===== src/rtl/fc_trainer.sv =====
// fc_trainer: sequences one fc layer through accept, forward, capture, backward and result handshake per sample
module fc_trainer #(
   parameter int N = 9,
   parameter int FD_CYCLES = 100,
   parameter int BK_CYCLES = 100,
   parameter int OSC_HALF = 2
) (
   input  logic                   clk_in,
   input  logic                   rst_in,
   input  logic                   sample_valid,
   output logic                   sample_ready,
   input  logic [N-1:0]           sample_x,
   input  logic [N-1:0]           sample_target,
   output logic                   fd_prop,
   output logic                   bk_prop,
   output logic [N-1:0]           fin,
   output logic [N-1:0]           bin,
   input  logic [N-1:0]           fout,
   output logic                   oscillator,
   output logic                   result_valid,
   input  logic                   result_ready,
   output logic [N-1:0]           result_out,
   output logic [$clog2(N+1)-1:0] result_errors
);
   localparam int CW = $clog2((FD_CYCLES > BK_CYCLES ? FD_CYCLES : BK_CYCLES) + 1);
   localparam int EW = $clog2(N + 1);
   localparam int OW = $clog2(OSC_HALF + 1);
   typedef enum logic [2:0] {IDLE, FWD, CAPTURE, BWD, DONE} state_t;
   state_t state, state_n;
   logic [CW-1:0] cnt, cnt_n;
   logic [OW-1:0] osc_cnt;
   logic [N-1:0] target, err, err_c;
   logic [EW-1:0] pc;
   assign sample_ready = state == IDLE && !rst_in;
   assign err_c = fout ^ target;
   always_comb begin
      pc = '0;
      for (int i = 0; i < N; i++) pc = pc + EW'(err_c[i]);
   end
   always_comb begin
      state_n = state;
      cnt_n = cnt - CW'(1);
      case (state)
         IDLE: if (sample_valid) begin
            state_n = FWD;
            cnt_n = CW'(FD_CYCLES - 1);
         end
         FWD: state_n = cnt == '0 ? CAPTURE : FWD;
         CAPTURE: begin
            state_n = pc == '0 ? DONE : BWD;
            cnt_n = CW'(BK_CYCLES - 1);
         end
         BWD: state_n = cnt == '0 ? DONE : BWD;
         DONE: state_n = result_ready ? IDLE : DONE;
         default: state_n = IDLE;
      endcase
   end
   always_ff @(posedge clk_in) begin
      if (rst_in) begin
         state <= IDLE;
         cnt <= '0;
         fin <= '0;
         target <= '0;
         err <= '0;
         bin <= '0;
         fd_prop <= 1'b0;
         bk_prop <= 1'b0;
         result_valid <= 1'b0;
         result_out <= '0;
         result_errors <= '0;
         osc_cnt <= '0;
         oscillator <= 1'b0;
      end else begin
         state <= state_n;
         cnt <= cnt_n;
         if (state == IDLE && sample_valid) begin
            fin <= sample_x;
            target <= sample_target;
         end
         if (state == CAPTURE) begin
            result_out <= fout;
            err <= err_c;
            result_errors <= pc;
         end
         fd_prop <= state_n == FWD;
         bk_prop <= state_n == BWD;
         bin <= state_n == BWD ? (state == CAPTURE ? err_c : err) : '0;
         result_valid <= state_n == DONE;
         osc_cnt <= osc_cnt == OW'(OSC_HALF - 1) ? '0 : osc_cnt + OW'(1);
         oscillator <= osc_cnt == OW'(OSC_HALF - 1) ? !oscillator : oscillator;
      end
   end
endmodule


===== config.mk =====
export PLATFORM = sky130hd
export DESIGN_NAME = fc_trainer
export DESIGN_NICKNAME = d
export VERILOG_FILES = /design/src/rtl/fc_trainer.sv
export SDC_FILE = /design/constraint.sdc
export NUM_CORES = 1
export LEC_CHECK = 0
export BUFFER_PORTS_ARGS = -buffer_cell sky130_fd_sc_hd__buf_2
export CORE_ASPECT_RATIO = 0.8
export CORE_MARGIN = 8
export CORE_UTILIZATION = 49
export CTS_BUF_LIST = sky130_fd_sc_hd__clkbuf_8
export DETAILED_ROUTE_END_ITERATION = 8
export PLACE_DENSITY = 0.84
export SYNTH_ARGS = -nofsm -noshare
export SYNTH_HDL_FRONTEND = slang
export SYNTH_SLANG_ARGS = --single-unit

===== constraint.sdc =====
create_clock -name clk_in -period 4.4 [get_ports clk_in]
set_input_delay 0.66 -clock clk_in [delete_from_list [all_inputs] [get_ports clk_in]]
set_output_delay 0.66 -clock clk_in [all_outputs]
set_load 0.005 [all_outputs]

==> results of run 1 <==
[worst reg2reg max path, delay by kind of cell (launching register included)]
kind | cells | cell delay (ps)
simple gates | 2 | 170
fa+ha+maj | 5 | 2430
flops | 1 | 350
buf+inv | 2 | 280
xor+xnor | 1 | 290
compound gates | 2 | 470
[stage by stage]
step	setup TNS, ps	hold slack, ps
floorplan	0	404.3
global placement	-218.5	412.8
detailed placement	-1187	422.3
CTS	0	432.0
global route	0	460.5
finish	0	425.1
[per-layer routing]
layer / vias up / global-route usage
met5: - / 0
met4: 0 / 0.07597
met3: 11 / 0.08530
met2: 62 / 0.2430
met1: 980 / 0.1867
li1: 1064 / -
[flip-flops by register name, summed over array words and instances (netlist names)]
register,flops
state,3
bin,9
result_errors,4
oscillator,1
cnt,7
result_out,9
err,9
fin,9
result_valid,1
target,9
bk_prop,1
fd_prop,1
osc_cnt,2
[path summary, 6_finish.rpt]
path / end / depth (start not counted)
worst max-delay path: bin[0] / 13
worst max register to register: bin[0] / 12
worst min register to register: osc_cnt[0] / 1
worst min-delay path: osc_cnt[0] / 1
[cell usage after synthesis (3+ instances only)]
library cell	number	share of area
a211oi_1	6	0.017
a211oi_2	3	0.014
a21oi_1	35	0.067
buf_2	3	0.0057
buf_4	3	0.0086
buf_6	3	0.013
clkbuf_1	7	0.010
dfxtp_1	65	0.50
fa_1	5	0.038
ha_1	5	0.024
inv_1	7	0.010
mux2i_1	5	0.019
nand2_1	62	0.089
nor2_1	17	0.024
nor2b_1	7	0.017
nor3_1	8	0.015
xnor2_1	10	0.033
xor2_1	5	0.017
[cell type report]
cell class | count | share of cell area
clock inverter | 5 | 0.006010
tap | 62 | 0.02484
sequential | 65 | 0.4167
inverter | 7 | 0.008413
multi-input combinational | 191 | 0.3822
clock buffer | 10 | 0.04407
timing repair buffer | 71 | 0.1178
[power groups by stage]
stage / clock network, mW / logic [mW] / registers, mW
floorplan: 0 / 0.287 / 0.672
global placement: 0 / 0.378 / 0.680
detailed placement: 0 / 0.401 / 0.684
CTS: 0.418 / 0.405 / 0.671
global route: 0.449 / 0.449 / 0.677
finish: 0.408 / 0.403 / 0.671
[cell families after synthesis]
logic type / after synthesis / share of synthesized area
and+or+nand+nor: 108 / 0.1994
DFF: 65 / 0.4962
buffers and inverters: 24 / 0.04866
muxes: 5 / 0.01908
AOI/OAI and AO/OA: 53 / 0.1245
xor gates and xnor gates: 15 / 0.05009
adders and majority gates: 10 / 0.06202
==> out/qor.csv, run 1 <==
metric,value,unit
status,completed,
cp_data_required_time,4590,ps
fin_crit,4203,ps
path_max_fanout,10,
switchingPower,0.4504,mW
top_layer,met4,
cpPeakStageDelay,550,ps
power_frac_seq,0.453,
drive_gt1_frac,0.2521,
layout_common_cells,"66 x buf_2, 65 x dfxtp_1, 62 x nand2_1",
worst_pin_slew,936.7,ps
syn_nets,321,
antenna_found_initial,0,
final_area,0.003123,mm^2
synthFlopType,dfxtp_1,
vdd_drop_max,211.8,uV
post-cts-setup-buffer-count,0,
syn_to_final_growth,19.08,%
worst_path_max_delay_cell,fa_1,
start_kind,input port,
grt_pass1_vias,2096,
final_util,0.6131,
root_buffer,clkbuf_8,
n_fill_cell,435,
syn_area_per_cell,9.366,um^2
grt_remaining_overflow,0,
netlist_area,0.002623,mm^2
first_pass_iters,4,
path_delay_family,adder cells,
comb_power_share,0.272,
worstSetupStartpoint,fout[0],
setup_viol,0,
final_common_cell,buf_2,
path_common_cell,fa_1,
start_util,0.5149,
drc_errors,0,
dp_hpwl,4.470,mm
max_cap_violations,0,
dp_slack,-141.6,ps
synthCells,280,
hold_path.class,reg2reg,
path_cells,"buf_2, xor2_1, fa_1, inv_1, fa_1, fa_1, fa_1, fa_1, nand4b_1, o31a_1, a22oi_2, buf_4, nor3_1",
drv_slew,0,
ys_ff_latch,65,
leakagePower,1.329,nW
rrSetupSlack,270,ps
pwr-share-clk,0.275,
synth_edf_count,0,
fmax,237.9,MHz
die_x,97.79,um
core-area,0.005094,mm^2
viasPerCell,5.151,
yosys_warnings,0,
async_flop_share,0,
grt_pass1_wl,10.04,mm
synth_cell_types,36,
power_density,474.8,mW/mm^2
clk-insertion-delay-late,340,ps
seqCellArea,0.001301,mm^2
io_buffer_count,66,
clk_path_buf_depth,2,
met1_length,2.664,mm
ctsHtreeMaxLevel,3,
track_usage,0.1609,
drt_wl_total,6.096,mm
cts_tree,yes,
p_int,1.032,mW
cts_sinks,65,
path_clk_slew,60,ps
dieArea,0.007964,mm^2
setup_ws,196.6,ps
p_sw_frac,0.3038,
ctsResizeCount,0,
placed_area,0.002967,mm^2
path_buf_inv,3,
dp.cells,396,
nets,386,
path_class,in2reg,
min_from,osc_cnt[0],
end_kind,register,
synth-seq-area-share,0.4962,
num_vias,2117,
final_hold_viol_count,0,
numCtsBuffers,9,
ant_nets,0,
grt_max_degree,63,
routabilityCongestion,0.8095,
multi_input_area,0.001194,mm^2
die_h,81.44,um
post_drt_wl_per_cell,14.83,um
r2r-start,target[3],
relSlewSlack,0.3749,
hold_buffers,0,
rows,23,
total_power,1.483,mW
route.met2.wl,2.726,mm
finalClockSkew,5.977,ps
diodes,0,
finalNonFillerCells,411,
post-route-period-util,0.9553,
rsz0062_at_grt,no,
cp.arrival,4390,ps
ios,67,
drtIter0Drc,162,
route.met3.wl,585,um
No activity file was read; power rests on OpenSTA's default activity.
==> run 2: changes to the inputs <==
- BUFFER_PORTS_ARGS: -buffer_cell sky130_fd_sc_hd__buf_2 -> -buffer_cell sky130_fd_sc_hd__clkbuf_2
==> run 2 against run 1 <==
Against the previous run:
- hold slack improved by 5.7 ps
- clock skew increased by 1.9 ps
- die area unchanged
- wire length decreased by 2.9%
- first-iteration DRC count decreased by 13%
- largest cell class unchanged
==> out/qor.csv, run 2 (synthesis results as in run 1) <==
metric,value,unit,change
fmax,236.8,MHz,was 237.9 MHz
r2r_end,bin[1],,was bin[0]
worstSetupStartpoint,fout[0],,unchanged
drt_wl_total,5.918,mm,was 6.096 mm
drive_gt1_frac,0.2629,,was 0.2521
rows,23,,unchanged
p_int,1.053,mW,was 1.032 mW
hold_path.class,reg2reg,,unchanged
final_common_cell,clkbuf_2,,was buf_2
dieArea,0.007964,mm^2,unchanged
syn_to_final_growth,19.90,%,was 19.08%
cp.arrival,4410,ps,was 4390 ps
cp_data_required_time,4590,ps,about the same
path_clk_slew,60,ps,about the same
numCtsBuffers,9,,unchanged
relSlewSlack,0.3590,,was 0.3749
dp_hpwl,4.409,mm,was 4.470 mm
path_delay_family,adder cells,,unchanged
leakagePower,1.311,nW,was 1.329 nW
rrSetupSlack,260,ps,was 270 ps
comb_power_share,0.267,,was 0.272
cp.depth,13,,unchanged
start_kind,input port,,unchanged
ant_nets,0,,unchanged
path_buf_inv,3,,unchanged
drc_errors,0,,unchanged
worst_pin_slew,960.5,ps,was 936.7 ps
finalClockSkew,7.834,ps,was 5.977 ps
post_drt_wl_per_cell,14.36,um,was 14.83 um
post-route-period-util,0.9596,,was 0.9553
cts_sinks,65,,unchanged
final_util,0.6173,,was 0.6131
hold_buffers,0,,unchanged
io_buffer_count,66,,unchanged
drtIter0Drc,141,,was 162
vdd_drop_max,283.9,uV,was 211.8 uV
path_cells,"clkbuf_2, xor2_1, fa_1, inv_1, fa_1, fa_1, fa_1, fa_1, nand4b_1, o31a_1, a22oi_2, buf_6, nor3_1",,"was buf_2, xor2_1, fa_1, inv_1, fa_1, fa_1, fa_1, fa_1, nand4b_1, o31a_1, a22oi_2, buf_4, nor3_1"
clk-insertion-delay-late,340,ps,about the same
path_common_cell,fa_1,,unchanged
die_h,81.44,um,unchanged
path_max_fanout,10,,unchanged
grt_max_degree,63,,unchanged
num_vias,2065,,was 2117
fin_crit,4222,ps,was 4203 ps
n_fill_cell,425,,was 435
cp-endpoint,bin[1],,was bin[0]
min_from,osc_cnt[0],,unchanged
pwr-share-clk,0.289,,was 0.275
viasPerCell,5.012,,was 5.151
path_class,in2reg,,unchanged
layout_common_cells,"66 x clkbuf_2, 65 x dfxtp_1, 62 x nand2_1",,"was 66 x buf_2, 65 x dfxtp_1, 62 x nand2_1"
worst_path_max_delay_cell,fa_1,,unchanged
rsz0062_at_grt,no,,unchanged
final_hold_viol_count,0,,unchanged
root_buffer,clkbuf_8,,unchanged
start_util,0.5149,,unchanged
track_usage,0.1555,,was 0.1609
nets,386,,unchanged
ff2ff_path_depth,12,,unchanged
antenna_found_initial,0,,unchanged
end_kind,register,,unchanged
cts_tree,yes,,unchanged
max_cap_violations,0,,unchanged
first_pass_iters,4,,unchanged
switchingPower,0.4542,mW,was 0.4504 mW
power_frac_seq,0.445,,was 0.453
total_power,1.507,mW,was 1.483 mW
diodes,0,,unchanged
grt_remaining_overflow,0,,unchanged
status,completed,,unchanged
core-area,0.005094,mm^2,unchanged
p_sw_frac,0.3013,,was 0.3038
grt_pass1_vias,1998,,was 2096
setup_viol,0,,unchanged
ios,67,,unchanged
drv_slew,0,,unchanged
clk_path_buf_depth,2,,unchanged
min_path_cells,1,,unchanged
cpPeakStageDelay,550,ps,about the same
routabilityCongestion,0.8142,,was 0.8095
grt_pass1_wl,9.770,mm,was 10.04 mm
power_density,479.4,mW/mm^2,was 474.8 mW/mm^2
ctsHtreeMaxLevel,3,,unchanged
r2r-start,target[0],,was target[3]
die_x,97.79,um,unchanged
[run 2: cell types whose count changed in the layout (fill, tap and decap cells not counted)]
cell	delta
buf_6	+1
buf_2	-66
buf_4	-1
clkbuf_2	+66
inv_1	-3
clkinv_2	+3
clkbuf_8	+1
[run 2: worst min-delay path by stage]
stage	to	slack, ps
4_1_cts	osc_cnt[0]	430
2_1_floorplan	osc_cnt[0]	400
3_5_place_dp	osc_cnt[0]	420
3_3_place_gp	osc_cnt[0]	410
6_report	osc_cnt[0]	430
5_1_grt	osc_cnt[0]	460
[run 2: final cells by class]
class	instances	area [um^2]	area share
flip-flops and latches	65	1301	0.4138
multi-input cells	191	1194	0.3796
repair buffers	71	371.6	0.1182
clock buffers	11	151.4	0.04815
well taps	62	77.57	0.02467
inverters	7	26.28	0.008357
clock inverters	5	22.52	0.007163
[run 2: routing by layer]
metal  vias to the layer above  part of all wire  GRT usage
met5                         -                 0          0
met4                         0             0.021    0.08062
met3                        11             0.087    0.07770
met2                        65              0.45     0.2300
met1                       927              0.44     0.1845
li1                       1062                 -          -
[run 2: what timing repair did]
action | in CTS | in global routing
resized for setup | 0 | 1
buffers inserted | 0 | 0
endpoints found under the setup margin | 0 | 2
[run 2: metrics by stage]
| step | setup slack (ps) | std cells | hold slack [ps] | setup TNS [ps] | area, um^2 |
|---|---|---|---|---|---|
| after floorplan | 94.61 | 280 | 404.3 | 0 | 2623 |
| after global placement | -29.07 | 396 | 412.4 | -105.3 | 2967 |
| after detailed placement | -187.5 | 396 | 421.9 | -1510 | 2967 |
| after CTS | 182.0 | 412 | 431.5 | 0 | 3141 |
| after global routing | 8.485 | 412 | 458.2 | 0 | 3144 |
| final | 177.6 | 412 | 430.8 | 0 | 3144 |
[run 2: power groups by stage]
stage	Clock [mW]	Sequential (mW)	Combinational, mW
2_1_floorplan	0	0.672	0.287
3_3_place_gp	0	0.681	0.377
3_5_place_dp	0	0.683	0.399
4_1_cts	0.450	0.670	0.400
5_1_grt	0.473	0.676	0.454
6_report	0.435	0.670	0.402
==> run 3: changes to the inputs <==
- RECOVER_POWER: not set -> 50
==> run 3 against run 2 <==
Against the previous run:
- the flow now finishes with violations (capacitance limit, slew limit)
- critical path depth unchanged
- power down 0.61%
- critical path type unchanged
- sequential cell count unchanged
- final area down 1.9%
- largest power group unchanged
==> out/qor.csv, run 3 (synthesis results as in run 1) <==
metric,value,unit,change
status,"complete, but fails checks",,was completed
violations,"capacitance limit, slew limit",,
die_h,81.44,um,unchanged
vdd_drop_max,282.5,uV,was 283.9 uV
ant_nets,0,,unchanged
max_cap_violations,1,,was 0
start_util,0.5149,,unchanged
path_max_fanout,10,,unchanged
cts_tree,yes,,unchanged
ctsHtreeMaxLevel,3,,unchanged
die_x,97.79,um,unchanged
grt_max_degree,63,,unchanged
track_usage,0.1555,,unchanged
drc_errors,0,,unchanged
post_drt_wl_per_cell,14.43,um,was 14.36 um
drt_wl_total,5.947,mm,was 5.918 mm
core-area,0.005094,mm^2,unchanged
multi_input_area,0.001172,mm^2,was 0.001194 mm^2
syn_to_final_growth,17.56,%,was 19.90%
ios,67,,unchanged
cts_sinks,65,,unchanged
dp_slack,-187.5,ps,unchanged
setup_ws,186.2,ps,was 177.6 ps
worst_pin_slew,2725,ps,was 960.5 ps
nets,386,,unchanged
cp_data_required_time,4590,ps,about the same
num_vias,2104,,was 2065
cp.arrival,4400,ps,was 4410 ps
end_kind,register,,unchanged
path_clk_slew,60,ps,about the same
grt_pass1_wl,9.770,mm,unchanged
finalClockSkew,7.368,ps,was 7.834 ps
routabilityCongestion,0.8142,,unchanged
rows,23,,unchanged
final_common_cell,dfxtp_1,,was clkbuf_2
leakagePower,1.192,nW,was 1.311 nW
n_fill_cell,444,,was 425
setup_viol,0,,unchanged
rsz0062_at_grt,no,,unchanged
post-cts-setup-buffer-count,0,,unchanged
final_area,0.003083,mm^2,was 0.003144 mm^2
drive_gt1_frac,0.1657,,was 0.2629
drtIter0Drc,124,,was 141
relSlewSlack,-0.8424,,was 0.3590
viasPerCell,5.107,,was 5.012
final_hold_viol_count,0,,unchanged
start_kind,input port,,unchanged
dieArea,0.007964,mm^2,unchanged
grt_remaining_overflow,0,,unchanged
path_class,in2reg,,unchanged
hold_path.class,reg2reg,,unchanged
dp_hpwl,4.409,mm,unchanged
numCtsBuffers,9,,unchanged
seqCellArea,0.001301,mm^2,unchanged
power_density,485.9,mW/mm^2,was 479.4 mW/mm^2
drv_slew,19,,was 0
root_buffer,clkbuf_8,,unchanged
grt_pass1_vias,1998,,unchanged
clk-insertion-delay-late,340,ps,about the same
antenna_found_initial,0,,unchanged
first_pass_iters,4,,unchanged
placed_area,0.002967,mm^2,unchanged
hold_slack,430.6,ps,was 430.8 ps
post-route-period-util,0.9577,,was 0.9596
fin_crit,4214,ps,was 4222 ps
fmax,237.3,MHz,was 236.8 MHz
layout_common_cells,"65 x dfxtp_1, 62 x nand2_1, 35 x a21oi_1",,"was 66 x clkbuf_2, 65 x dfxtp_1, 62 x nand2_1"
clk_path_buf_depth,2,,unchanged
diodes,0,,unchanged
io_buffer_count,66,,unchanged
-- run 3: cell counts in the layout (fill, tap and decap cells not counted) --
No cell type changed its count.
-- run 3: per-stage QoR --
stage | TNS, ps | utilization | cells | power [mW]
finish | 0 | 0.6053 | 412 | 1.498
global route | 0 | 0.6053 | 412 | 1.594
floorplan | 0 | - | 280 | 0.9594
detailed placement | -1510 | 0.5824 | 396 | 1.082
global placement | -105.3 | 0.5824 | 396 | 1.058
CTS | 0 | 0.6166 | 412 | 1.520
-- run 3: final cells by class --
type,count,share of cell area
clock buffer,11,0.04911
clock inverter,5,0.007305
inverter,7,0.008523
timing repair buffer,71,0.1075
sequential,65,0.4221
multi-input combinational,191,0.3803
tap,62,0.02516
-- run 3: path summary, 6_finish.rpt --
check / startpoint / endpoint / slack [ps] / depth (start not counted)
worst min register to register: osc_cnt[0] / osc_cnt[0] / 430 / 1
worst max-delay path: fout[0] / bin[1] / 190 / 13
worst max register to register: target[0] / bin[1] / 270 / 12
worst min-delay path: osc_cnt[0] / osc_cnt[0] / 430 / 1
-- run 3: routing by layer --
layer / share of wire / wire, um / GRT usage / up-vias
li1: - / - / - / 1064
met1: 0.43 / 2575 / 0.1845 / 949
met2: 0.45 / 2649 / 0.2300 / 78
met3: 0.098 / 585 / 0.07770 / 13
met4: 0.023 / 137 / 0.08062 / 0
met5: 0 / 0 / 0 / -
-- run 3: repair_timing --
item	CTS	global route
endpoints found under the setup margin	0	2
hold buffers	0	0
resized for setup	0	1
-- run 3: where the power goes --
part	total, mW	internal, mW	leakage [nW]	switching (mW)
registers	0.668	0.635	0.530	0.0322
logic	0.395	0.184	0.561	0.212
clock network	0.435	0.228	0.101	0.207
total	1.50	1.05	1.19	0.451
-- run 3: critical path: stages --
cell and delay [ps]:
clkbuf_2 90, xor2_1 170, fa_1 550, inv_1 60, fa_1 500, fa_1 530, fa_1 480, fa_1 530
nand4b_1 120, o31a_1 300, a22oi_2 200, buf_6 160, nor3_1 60
